==> src/rtl/i2s_tx.sv <==
// I2S transmitter: one mono sample per frame, MSB-aligned in a 32-bit slot,
// sent on both channels with internally generated BCLK/LRCLK.
module i2s_tx #(
    parameter int unsigned DATA_WIDTH  = 32,
    parameter int unsigned SAMPLE_BITS = 24,
    parameter int unsigned BCLK_DIV    = 4
) (
    input  logic                  CLK,
    input  logic                  rst,
    input  logic [DATA_WIDTH-1:0] sample_in,
    input  logic                  sample_valid,
    output logic                  sample_ready,
    output logic                  bclk,
    output logic                  lrclk,
    output logic                  sdata,
    output logic                  underrun
);

    localparam int unsigned DIV_W  = (BCLK_DIV > 1) ? $clog2(BCLK_DIV) : 1;
    localparam int unsigned FB_W   = 6;
    localparam int unsigned SLOT_W = 32;

    localparam logic [DIV_W-1:0] DIV_MAX = DIV_W'(BCLK_DIV - 1);
    localparam logic [FB_W-1:0]  FB_LAST = FB_W'(63);

    logic [DIV_W-1:0]       div_q, div_d;
    logic                   bclk_q, bclk_d;
    logic [FB_W-1:0]        fb_q, fb_d;
    logic                   full_q, full_d;
    logic [SAMPLE_BITS-1:0] hold_q, hold_d;
    logic [SAMPLE_BITS-1:0] frame_q, frame_d;
    logic                   lrclk_q, lrclk_d;
    logic                   sdata_q, sdata_d;
    logic                   underrun_q, underrun_d;
    logic                   ready_q, ready_d;

    logic                   tick;
    logic                   fall;
    logic                   accept;
    logic [SLOT_W-1:0]      slot_word;
    logic [SLOT_W-1:0]      slot_shift;

    // Divider, frame sequencing, holding register and serializer.
    always_comb begin
        div_d      = div_q;
        bclk_d     = bclk_q;
        fb_d       = fb_q;
        full_d     = full_q;
        hold_d     = hold_q;
        frame_d    = frame_q;
        lrclk_d    = lrclk_q;
        sdata_d    = sdata_q;
        underrun_d = 1'b0;
        slot_word  = '0;
        slot_shift = '0;

        tick   = (div_q == DIV_MAX);
        fall   = tick && bclk_q;
        accept = sample_valid && ready_q;

        if (tick) begin
            div_d  = '0;
            bclk_d = ~bclk_q;
        end else begin
            div_d = div_q + DIV_W'(1);
        end

        if (fall) begin
            fb_d = fb_q + FB_W'(1);
            // Frame load happens on the falling event that wraps fb to 0.
            if (fb_q == FB_LAST) begin
                if (full_q) begin
                    frame_d = hold_q;
                    full_d  = 1'b0;
                end else begin
                    underrun_d = 1'b1;
                end
            end
            lrclk_d    = (fb_d >= FB_W'(31)) && (fb_d <= FB_W'(62));
            slot_word  = SLOT_W'(frame_d) << (SLOT_W - SAMPLE_BITS);
            slot_shift = slot_word << fb_d[4:0];
            sdata_d    = slot_shift[SLOT_W-1];
        end

        // Accept only when empty, so it never collides with the load clearing full.
        if (accept) begin
            hold_d = sample_in[DATA_WIDTH-1 -: SAMPLE_BITS];
            full_d = 1'b1;
        end

        ready_d = ~full_d;
    end

    always_ff @(posedge CLK or negedge rst) begin
        if (!rst) begin
            div_q      <= '0;
            bclk_q     <= 1'b0;
            fb_q       <= FB_LAST;
            full_q     <= 1'b0;
            hold_q     <= '0;
            frame_q    <= '0;
            lrclk_q    <= 1'b0;
            sdata_q    <= 1'b0;
            underrun_q <= 1'b0;
            ready_q    <= 1'b1;
        end else begin
            div_q      <= div_d;
            bclk_q     <= bclk_d;
            fb_q       <= fb_d;
            full_q     <= full_d;
            hold_q     <= hold_d;
            frame_q    <= frame_d;
            lrclk_q    <= lrclk_d;
            sdata_q    <= sdata_d;
            underrun_q <= underrun_d;
            ready_q    <= ready_d;
        end
    end

    assign sample_ready = ready_q;
    assign bclk         = bclk_q;
    assign lrclk        = lrclk_q;
    assign sdata        = sdata_q;
    assign underrun     = underrun_q;

endmodule
==> config.mk <==
export PLATFORM = sky130hd
export DESIGN_NAME = i2s_tx
export DESIGN_NICKNAME = d
export VERILOG_FILES = /design/src/rtl/i2s_tx.sv
export SDC_FILE = /design/constraint.sdc
export NUM_CORES = 1
export LEC_CHECK = 0
export BUFFER_PORTS_ARGS = -buffer_cell sky130_fd_sc_hd__buf_2
export CAP_MARGIN = 15
export CORE_MARGIN = 4
export CORE_UTILIZATION = 50
export DETAILED_ROUTE_END_ITERATION = 12
export PLACE_DENSITY = 0.77
export SLEW_MARGIN = 15
export SYNTH_ARGS = -nofsm -noshare
export SYNTH_HDL_FRONTEND = slang
export SYNTH_SLANG_ARGS = --single-unit
==> constraint.sdc <==
create_clock -name CLK -period 2.5 [get_ports CLK]
set_input_delay 0.25 -clock CLK [delete_from_list [all_inputs] [get_ports CLK]]
set_output_delay 0.25 -clock CLK [all_outputs]
set_load 0.03 [all_outputs]
==> run summary <==
status - complete, no violations
chip height - 85.3 um
share of cells above drive strength 1 - 0.460
total power - 1.78 mW
WP buf/inv - 0
clk sinks - 62
die width - 85.3 um
Critical Path Sink Type - register
hpwl dp - 3620 um
Initial DRC Count - 37
EDFF count, synth - 0
Int Pwr - 1.40 mW
synthesized area - 2990 um2
total CTS buffers - 9
Via density - 5.44
# DRC - 0
Top FF cell, synth - dfrtp_1
highest achievable clock rate - 429 MHz
commonest non-fill, non-tap cells in the layout - 55 x dfrtp_1, 48 x mux2_2, 31 x buf_2
relative slew slack - 0.484
worst reg2reg endpoint - sdata
DRT antenna net count - 0
GR Overflow Total - 0
share of the synthesized area in the top cell type - 0.461
Hold Violations, Final - 0
CP startpoint - fb_q[1]
Slew @ Worst Pin - 0.773 ns
drt wl/cell - 15.4 um
Mapped Nets - 255
first-pass GRT wire length - 9140 um
CP Launch Type - register
synth warn - 0
R2R Path Start - fb_q[1]
full die area - 7270 um2
register area share after synthesis - 0.522
CP arrival - 2.55 ns
minimum clock period - 2.33 ns
fin crit share - 0.933
slowest CP cell - dfstp_2
worst reg-to-reg setup slack - 0.17 ns
initial antenna violation count - 0
clock root buffer - clkbuf_8
RSZ-0062 raised after global routing - false
CP Depth - 7
Final setup viols - 0
Clk pwr share - 0.414
vias in the first global route - 1866
diode count - 0
largest cells by area after synthesis - dfrtp_1 46%, mux2_2 18%, dfstp_2 6.2%, mux4_1 3.5%, mux2i_1 2.7%
Mapped Avg Cell Area - 13.8 um2
GRT Util Overall - 0.161
Worst Skew - 0.00818 ns
required time of the worst setup path - 2.72 ns
Critical Path Sink - sdata
logic gate share of total power - 0.021
Final Max Tran Viols - 0
maxcap violations - 0
Std-Cell Rows - 27
Synth Instances - 216
via count - 1823
Detailed Route WL - 5150 um
CTS clk-pin slew, worst paths - 0.07 ns
DRT Pass-1 Iters - 4
maximum vdd drop - 0.318 mV
H-tree Lvls - 3
Port Buffers - 31
Fin Setup TNS - 0 ns
Initial Util - 0.529
Largest stage delay, worst path - 0.59 ns
Final GP Congestion - 0.825
core area - 5640 um2
Setup CP Type - reg2reg
sw power - 378 uW
CTS Buffer Depth - 2
synth unique cells - 43
Layout area overhead - 13.2%
num ports - 40
Final nets - 297
# hold bufs at CTS - 0
Largest delay share family, worst path - flip-flops
CTS tree - yes
largest net degree at the start of global routing - 63
switching share of power - 0.213
Worst Hold Class - in2async
Post-synth ARST share - 1.00
critical path fanouts, max - 8
reg2reg path depth - 7
Static Leak - 1.70 nW
most common cell after layout, fill and taps aside - dfrtp_1
Clock Latency Late Sink - 0.33 ns
power per cell area - 526 nW/um2
flops & latches, synth - 62
dominant cell type by area after synthesis - dfrtp_1
CP Cell Sequence - ha_2, nand4_4, nor2_8, mux4_1, a211o_1, nand4_1, o211ai_2
sequential group share of total power - 0.564
[cell families (layout without fill, tap and decap cells)]
family,count (synthesis),count (layout),synth area share
buf+inv,13,60,0.0360
flops,62,62,0.522
xor+xnor,11,11,0.0323
simple gates,45,45,0.0888
mux,62,62,0.258
compound gates,19,19,0.0457
fa+ha+maj,4,4,0.0168
[area by class of cell]
type	count	area (um2)
inverters	3	11.3
clock inverters	4	22.5
clock buffers	12	145
fillers	453	2260
repair buffers	41	230
multi-input cells	141	1320
flip-flops and latches	62	1560
well taps	72	90.1
[cell usage after synthesis (4+ instances only)]
cell      n
dfrtp_1  55
mux2_2   48
nand2_1  10
nor2_1   10
nand3_1   9
mux2i_1   8
dfstp_2   7
xor2_1    7
o21ai_0   5
ha_1      4
mux4_1    4
xnor2_1   4
[through the flow]
stage               cell area (um2)  setup slack (ns)   util  hold slack [ns]  std cells
finish                         3380             0.169  0.599           0.0706        335
global route                   3380            0.0162  0.599            0.122        335
CTS                            3360             0.140  0.596           0.0995        333
detailed placement             3200             0.155  0.566            0.425        317
global placement               3200             0.192  0.566            0.415        317
floorplan                      2990             0.208      -          -0.0456        216
[worst reg2reg max path, delay by kind of cell (launching register included)]
family                     cells  cell delay, ns
muxes                          1            0.56
AOI/OAI and AO/OA              2            0.38
DFF                            1            0.59
and+or+nand+nor                3            0.46
adders and majority gates      1            0.22
[how the worst min path moves through the flow]
stage | startpoint | endpoint
after CTS | rst | hold_q[23]
after global routing | rst | hold_q[4]
after global placement | div_q[0] | div_q[0]
after floorplan | rst | bclk
after detailed placement | div_q[0] | div_q[0]
final | rst | div_q[1]
[flip-flops by register name, indices dropped and copies added, names as in the netlist]
| name | cells |
|---|---|
| underrun | 1 |
| full_q | 1 |
| lrclk | 1 |
| sdata | 1 |
| fb_q | 6 |
| bclk | 1 |
| div_q | 2 |
| sample_ready | 1 |
| hold_q | 24 |
| frame_q | 24 |
[power groups by stage]
stage / logic (mW) / registers, mW / clock network, mW
2_1_floorplan: 0.000422 / 1.02 / 0
3_5_place_dp: 0.0400 / 1.02 / 0
3_3_place_gp: 0.0392 / 1.02 / 0
5_1_grt: 0.0452 / 1.00 / 0.830
6_report: 0.0382 / 1.00 / 0.737
4_1_cts: 0.0403 / 1.00 / 0.773
[metal layers]
metal	track usage	up-vias	wire length, um
met5	0	-	0
met2	0.248	38	2490
met3	0.0534	8	275
met4	0.0561	0	69
met1	0.213	902	2310
li1	-	875	-
[what timing repair did]
| action | 4_1_cts | 5_1_grt |
|---|---|---|
| setup buffers | 0 | 2 |
| gates resized for setup | 0 | 1 |
| setup endpoints to repair | 0 | 1 |
Note: power is estimated with default switching activity, not from simulation.
